**config.mk**
```make
export PLATFORM = sky130hd
export DESIGN_NAME = if_stage
export DESIGN_NICKNAME = d
export VERILOG_FILES = /design/src/rtl/if_stage.sv
export SDC_FILE = /design/constraint.sdc
export NUM_CORES = 1
export LEC_CHECK = 0
export ABC_AREA = 1
export BUFFER_PORTS_ARGS = -buffer_cell sky130_fd_sc_hd__buf_4
export CORE_MARGIN = 1.5
export CORE_UTILIZATION = 30
export CTS_CLUSTER_SIZE = 28
export DETAILED_ROUTE_END_ITERATION = 10
export SLEW_MARGIN = 20
export SYNTH_ARGS = -nofsm -noshare
export SYNTH_HDL_FRONTEND = slang
export SYNTH_SLANG_ARGS = --single-unit
```
**constraint.sdc**
```tcl
create_clock -name clk -period 1.8 [get_ports clk]
set_input_delay 0.27 -clock clk [delete_from_list [all_inputs] [get_ports clk]]
set_output_delay 0.27 -clock clk [all_outputs]
set_load 0.02 [all_outputs]
```
**src/rtl/if_stage.sv**
```systemverilog
// if_stage: MIPS fetch stage (PC, imem handshake, 1-entry fetch buffer) plus IF/ID pipeline register.
// Latency: imem_rdy in the cycle after launch lands in IF/ID at the next edge; 1 instr/cycle sustained.
// Backpressure: IF_IDWr=0 parks one response in the fetch buffer; no new launch until it has room.
//
// Ports:
//   clk, rst_n               clock, synchronous active-low reset
//   PCWr, IF_IDWr            hazard-unit enables (new fetch / IF/ID load)
//   IF_IDFlush               squash IF/ID contents (taken branch/jump)
//   redirect, redirect_pc    load PC with a branch/jump target
//   imem_req/addr/rdy/rdata  instruction memory request/ready handshake
//   IF_ID_Instr/PC4/Valid    IF/ID register contents to ID
//   IF_ID_Rs, IF_ID_Rt       register fields of IF_ID_Instr, back to the hazard unit
// Optional: define IF_PERF_CNT_EN to add perf_fetched / perf_squashed counters.

module if_stage #(
  parameter logic [31:0] RESET_PC = 32'h0000_3000
) (
  input  logic        clk,
  input  logic        rst_n,
  input  logic        PCWr,
  input  logic        IF_IDWr,
  input  logic        IF_IDFlush,
  input  logic        redirect,
  input  logic [31:0] redirect_pc,
  output logic        imem_req,
  output logic [31:0] imem_addr,
  input  logic        imem_rdy,
  input  logic [31:0] imem_rdata,
  output logic [31:0] IF_ID_Instr,
  output logic [31:0] IF_ID_PC4,
  output logic        IF_ID_Valid,
  output logic [4:0]  IF_ID_Rs,
  output logic [4:0]  IF_ID_Rt
`ifdef IF_PERF_CNT_EN
  ,
  output logic [31:0] perf_fetched,
  output logic [31:0] perf_squashed
`endif
);

  typedef enum logic {S_IDLE, S_BUSY} state_t;

  state_t      state;
  logic [31:0] pc;
  logic [31:0] req_addr;
  logic        kill;
  logic        fb_valid;
  logic [31:0] fb_instr;
  logic [31:0] fb_pc4;

  logic resp;         // response completes this cycle
  logic resp_drop;    // response belongs to a squashed fetch
  logic resp_keep;
  logic ifid_load;    // IF/ID takes new contents (not flushed)
  logic fb_drain;
  logic resp_direct;  // response bypasses the fetch buffer
  logic resp_to_fb;
  logic fb_valid_nxt;
  logic launch;

  assign resp        = (state == S_BUSY) && imem_rdy;
  assign resp_drop   = resp && (kill || redirect);
  assign resp_keep   = resp && !resp_drop;
  assign ifid_load   = IF_IDWr && !IF_IDFlush;
  assign fb_drain    = ifid_load && fb_valid;
  assign resp_direct = resp_keep && ifid_load && !fb_valid;
  assign resp_to_fb  = resp_keep && !resp_direct;

  // Redirect discards any buffered instruction; a kept response can never
  // coincide with a redirect, so the priority order is unambiguous.
  always_comb begin
    fb_valid_nxt = fb_valid;
    if (redirect)
      fb_valid_nxt = 1'b0;
    else if (resp_to_fb)
      fb_valid_nxt = 1'b1;
    else if (fb_drain)
      fb_valid_nxt = 1'b0;
  end

  // A launch needs the buffer to be empty after this edge: IF/ID plus the
  // buffer are the only places an instruction can wait, so this keeps at
  // most two instructions in flight and a response always has a home.
  // Launches happen from idle or back-to-back in the response cycle.
  assign launch = PCWr && !redirect && !fb_valid_nxt &&
                  ((state == S_IDLE) || resp);

  assign imem_addr = req_addr;
  assign IF_ID_Rs  = IF_ID_Instr[25:21];
  assign IF_ID_Rt  = IF_ID_Instr[20:16];

  always_ff @(posedge clk) begin
    if (!rst_n) begin
      pc          <= RESET_PC;
      state       <= S_IDLE;
      imem_req    <= 1'b0;
      req_addr    <= 32'd0;
      kill        <= 1'b0;
      fb_valid    <= 1'b0;
      fb_instr    <= 32'd0;
      fb_pc4      <= 32'd0;
      IF_ID_Instr <= 32'd0;
      IF_ID_PC4   <= 32'd0;
      IF_ID_Valid <= 1'b0;
    end else begin
      // PC: redirect overrides the sequential increment
      if (redirect)
        pc <= redirect_pc;
      else if (launch)
        pc <= pc + 32'd4;

      if (launch)
        req_addr <= pc;

      // Request FSM; imem_req mirrors S_BUSY as a registered output
      if (state == S_IDLE) begin
        if (launch) begin
          state    <= S_BUSY;
          imem_req <= 1'b1;
        end
      end else begin
        if (resp && !launch) begin
          state    <= S_IDLE;
          imem_req <= 1'b0;
        end
      end

      // The outstanding request cannot be withdrawn, so a redirect while it
      // is still pending marks its eventual response for discard.
      if (resp)
        kill <= 1'b0;
      else if (redirect && (state == S_BUSY))
        kill <= 1'b1;

      fb_valid <= fb_valid_nxt;
      if (resp_to_fb) begin
        fb_instr <= imem_rdata;
        fb_pc4   <= req_addr + 32'd4;
      end

      // IF/ID: flush applies even when IF_IDWr=0
      if (IF_IDFlush) begin
        IF_ID_Instr <= 32'd0;
        IF_ID_PC4   <= 32'd0;
        IF_ID_Valid <= 1'b0;
      end else if (IF_IDWr) begin
        if (fb_valid) begin
          IF_ID_Instr <= fb_instr;
          IF_ID_PC4   <= fb_pc4;
          IF_ID_Valid <= 1'b1;
        end else if (resp_direct) begin
          IF_ID_Instr <= imem_rdata;
          IF_ID_PC4   <= req_addr + 32'd4;
          IF_ID_Valid <= 1'b1;
        end else begin
          // bubble: PC4 deliberately holds
          IF_ID_Instr <= 32'd0;
          IF_ID_Valid <= 1'b0;
        end
      end
    end
  end

`ifdef IF_PERF_CNT_EN
  logic flush_valid;
  assign flush_valid = IF_IDFlush && IF_ID_Valid;

  always_ff @(posedge clk) begin
    if (!rst_n) begin
      perf_fetched  <= 32'd0;
      perf_squashed <= 32'd0;
    end else begin
      perf_fetched  <= perf_fetched + {31'd0, resp_keep};
      perf_squashed <= perf_squashed + {31'd0, resp_drop} + {31'd0, flush_valid};
    end
  end
`endif

endmodule

```
## After elaboration in Yosys (flattened, before gate mapping)

Cells that the tools add are included.

| word-level totals | value |
|---|---|
| flip-flop bits (word level) | 197 |
| output and inout port bits | 108 |
| logic and storage cells | 62 |

| operators by class | value |
|---|---|
| add/subtract/negate cells | 2 |
| eq/ne operators | 1 |
| muxes and demuxes | 17 |
| bitwise gates (word level) | 2 |
| reduce and logical (&&, ||, !) cells | 29 |

Operator list:

| kind | count |
|---|---|
| $mux W32 | 6 |
| $add A32 B3 Y32 const B | 2 |
| $logic_and A1 B1 Y1 | 13 |
| $mux W1 | 11 |
| $logic_not A1 Y1 | 7 |
| $reduce_bool A2 Y1 | 3 |
| $reduce_and A2 Y1 | 2 |
| $reduce_or A2 Y1 | 2 |
| $logic_or A1 B1 Y1 | 2 |
| $ne A2 B1 Y1 const B | 1 |
| $not A1 Y1 | 2 |

## Logic depth before layout (Yosys ltp)

| depth | value |
|---|---|
| depth after elaboration | 17 |
| depth in mapped cells | 11 |
| gate-level depth less buffers | 11 |

## Worst setup path after synthesis

Ideal clock, no wire load.

| timing path | value |
|---|---|
| kind | reg-to-reg |
| start point | reg req_addr[2], in the netlist imem_addr[2] |
| end point | reg fb_pc4[30] |
| library setup time | 0.115 ns |
| arrival | 1.700 ns |
| data required time | 1.685 ns |
| slack | -0.016 ns |
| cell stages (with the launch flop) | 11 |
| path buffers | 0 |
| period minus slack after synthesis | 1.816 ns |
| cell sequence | dfxtp_1 ha_1 nand2_1 nor2_1 inv_1 nor2_1 nand2_1 nand2_1 nand2_1 o21ai_0 inv_1 |

| between the ends | value |
|---|---|
| longest elaborated chain between the ends | 1 |

RTL lines:

| element | line | source |
|---|---|---|
| start, declared | 45 | `logic [31:0] req_addr;` |
| start signal, assigned | 113 | `req_addr <= pc;` |
| $add A32 B3 Y32 | 138 | `fb_pc4 <= req_addr + 32'd4;` |
| end signal, assigned | 138 |  |
| end, declared | 49 | `logic [31:0] fb_pc4;` |

Every way passes these cells.
A chain may end at the register's enable or synchronous reset.

## Worst setup path in the final report

| timing path | value |
|---|---|
| start point | reg req_addr[3], in the netlist imem_addr[3] |
| end point | reg fb_pc4[21] |

The elaborated chain is that of the path after synthesis.

==> qor.txt <==
total power draw: 9.605 mW
initial DRC count: 467
Slew Viols, Final: 0
Slowest cell on crit path: dfxtp_1
Yosys cell types: 33
sequential area share after synthesis: 0.4138
Worst Tran Pin Value: 0.6966 ns
setup violators final: 0
Worst setup endpoint: fb_pc4[21]$_SDFFE_PN0P_
Setup Skew: 0.01419 ns
core area: 31,390 um^2
worst path cell trace: buf_4 -> nand3_1 -> inv_1 -> nand2_1 -> nor2_1 -> nand2_1 -> nand2_1 -> nand2_1 -> o21ai_0 -> inv_1
CTS hold repair buffers: 0
dpl ws: 0.07057 ns
clock slew seen by the registers of the worst setup and hold paths: 0.07 ns
Remaining Overflow, GRT: 0
unrepaired setup endpoints after global routing: true
global placement routability congestion: 0.8963
HP Start: redirect
Worst R2R Path Depth: 10
gate count of the mapped netlist: 1,457
Min Hold Slack: 0.05396 ns
DIE AREA: 32,850 um^2
Sink Count: 197
vias in the first global route: 9,064
Syn-to-layout area delta: 27.04%
# nets final: 1,694
EDFF count, synth: 0
final instance area: 12,110 um^2
io pins: 179
cell count after placement: 2,004
Post-DP Area: 11,470 um^2
vias per cell: 4.823
PD cells: 793.2 nW/um^2
Max-cap violations: 0
Yosys reg bits: 197
Worst Hold Class: in2reg
Fin. Hold Viols: 0
pin count of the biggest net entering global routing: 96
fin crit period: 1.696 ns
Leak: 4.888 nW
Reg2Reg Setup Slack: 0.10 ns
crit path DAT: 2.03 ns
# rows: 65
R2R Path End: fb_pc4[21]$_SDFFE_PN0P_
H-tree levels: 4
Critical Path Fanout Max: 4
Clock Latency Late Sink: 0.45 ns
clock root buffer: clkbuf_16
Setup crit start kind: register
Synthesized Nets: 1,530
relative slew slack: 0.5356
Setup TNS Final: 0 ns
Final Instance Count excl. Fillers: 2,035
Die X: 181.2 um
CTS buffer count: 17
Initial Utilization: 0.3036
status: completed
HPWL after DPL: 22,090 um
Cell Area, Synth: 9532 um^2
period utilisation layout: 0.9423
final WL: 31,100 um
VDD IR-drop max: 668.7 uV
TritonRoute pass-1 iters: 5
Fmax: 589.6 MHz
number of antenna violations at the first check in global routing: 0
port bufs: 178
DR WL/cell: 15.28 um
reg2reg start: imem_addr[3]$_SDFFE_PN0P_
first-pass GRT wire length: 49,190 um
main flop type after synthesis: dfxtp_1
height of the die: 181.2 um
routed via count: 9,814
DRC errors left: 0
share of layout cells above drive strength 1: 0.1770
CP Capture Type: register
worst path required time: 2.13 ns
crit-path most repeated cell: nand2_1
syn_area_per_cell: 6.542 um^2
FFs w/ async S/R, synth: 0
CP top delay family: simple AND/OR/NAND/NOR gates
TritonCTS clock tree: yes
Detail Route Antenna Nets: 0
Critical Path Max Stage Delay: 0.34 ns
total track usage: 0.1883
Yosys warning count: 0
critical path type: reg2reg
CP startpoint: imem_addr[3]$_SDFFE_PN0P_
deepest clock path buffer count: 2
CP Depth: 10
Final WS setup: 0.1039 ns
Buf/Inv on CP: 3
ANT cells: 0
final core occ: 0.3857
==> synth_stat cells, types with 2 or more instances <==
library cell | n | area (um^2)
buf_4 | 13 | 97.59
o21ai_1 | 3 | 15.01
a21oi_1 | 176 | 880.8
inv_2 | 3 | 11.26
buf_1 | 7 | 26.28
nand2_2 | 2 | 12.51
a31oi_1 | 2 | 12.51
ha_1 | 2 | 25.02
clkbuf_1 | 43 | 161.4
xor2_1 | 19 | 166.4
a311oi_1 | 4 | 35.03
o22ai_1 | 31 | 193.9
buf_2 | 22 | 110.1
nand2_1 | 344 | 1291
o21ai_0 | 127 | 635.6
nand3_1 | 54 | 270.3
o21bai_1 | 3 | 22.52
dfxtp_1 | 197 | 3944
nand4_1 | 3 | 18.77
nor2_1 | 202 | 758.2
or2_2 | 2 | 12.51
inv_1 | 182 | 683.2
nor2_2 | 2 | 12.51
xnor2_1 | 5 | 43.79
==> registers in the layout, summed over array words and instances (netlist names) <==
register / flops
IF_ID_Instr: 32
IF_ID_PC4: 32
fb_instr: 32
fb_pc4: 32
imem_addr: 32
pc: 32
IF_ID_Valid: 1
fb_valid: 1
imem_req: 1
kill: 1
state: 1
==> repair_timing <==
action | in CTS | in global routing
buffers inserted | 0 | 0
endpoints found under the setup margin | 0 | 28
gates resized for setup | 0 | 17
==> area by class of cell <==
class                   instances  area (um^2)
clock buffers                  20        456.7
clock inverters                11        137.6
fillers                      3401        19280
inverters                     186        700.7
multi-input cells             989         4537
flip-flops and latches        197         3948
well taps                     402        503.0
repair buffers                230         1827
==> report_power, final <==
| group | total [mW] | internal [mW] | switching (mW) |
|---|---|---|---|
| Combinational | 0.991 | 0.397 | 0.594 |
| Clock | 3.98 | 2.15 | 1.83 |
| Sequential | 4.64 | 4.49 | 0.151 |
| Total | 9.61 | 7.03 | 2.57 |
==> worst reg2reg max path, stage by stage, from the launching register on <==
cell,delay [ns]
dfxtp_1,0.34
buf_4,0.14
nand3_1,0.19
inv_1,0.10
nand2_1,0.18
nor2_1,0.23
nand2_1,0.07
nand2_1,0.06
nand2_1,0.09
o21ai_0,0.16
inv_1,0.05
==> placed cells by master, fill, tap and decap left out, types with 10 or more instances in the layout <==
cell type	instances
a21oi_1	176
buf_4	222
clkbuf_16	17
dfxtp_1	194
inv_1	182
nand2_1	344
nand3_1	52
nor2_1	193
nor2_2	10
o21ai_0	126
o22ai_1	31
xor2_1	19
==> worst min-delay path by stage <==
stage / to / slack (ns) / depth (start not counted)
global route: fb_valid$_SDFF_PN0_ / 0.05 / 2
floorplan: pc[0]$_SDFFE_PN0P_ / 0.40 / 2
CTS: fb_valid$_SDFF_PN0_ / 0.04 / 2
global placement: fb_instr[15]$_SDFFE_PN0P_ / 0.44 / 2
finish: fb_valid$_SDFF_PN0_ / 0.05 / 2
detailed placement: fb_instr[25]$_SDFFE_PN0P_ / 0.44 / 2
==> layer usage <==
metal	track usage	share of wire
met5	0	0
met4	0.04900	0.015
met3	0.03265	0.051
met2	0.3129	0.47
met1	0.2513	0.46
==> kinds of logic after synthesis <==
| kind of cell | share of synthesized area |
|---|---|
| buffers and inverters | 0.1147 |
| XOR/XNOR | 0.02205 |
| adder cells (fa/ha/maj) | 0.002625 |
| AND/OR/NAND/NOR | 0.2544 |
| AO/OA/AOI/OAI | 0.1924 |
| flip-flops | 0.4138 |
Note: power is estimated with default switching activity, not from simulation.
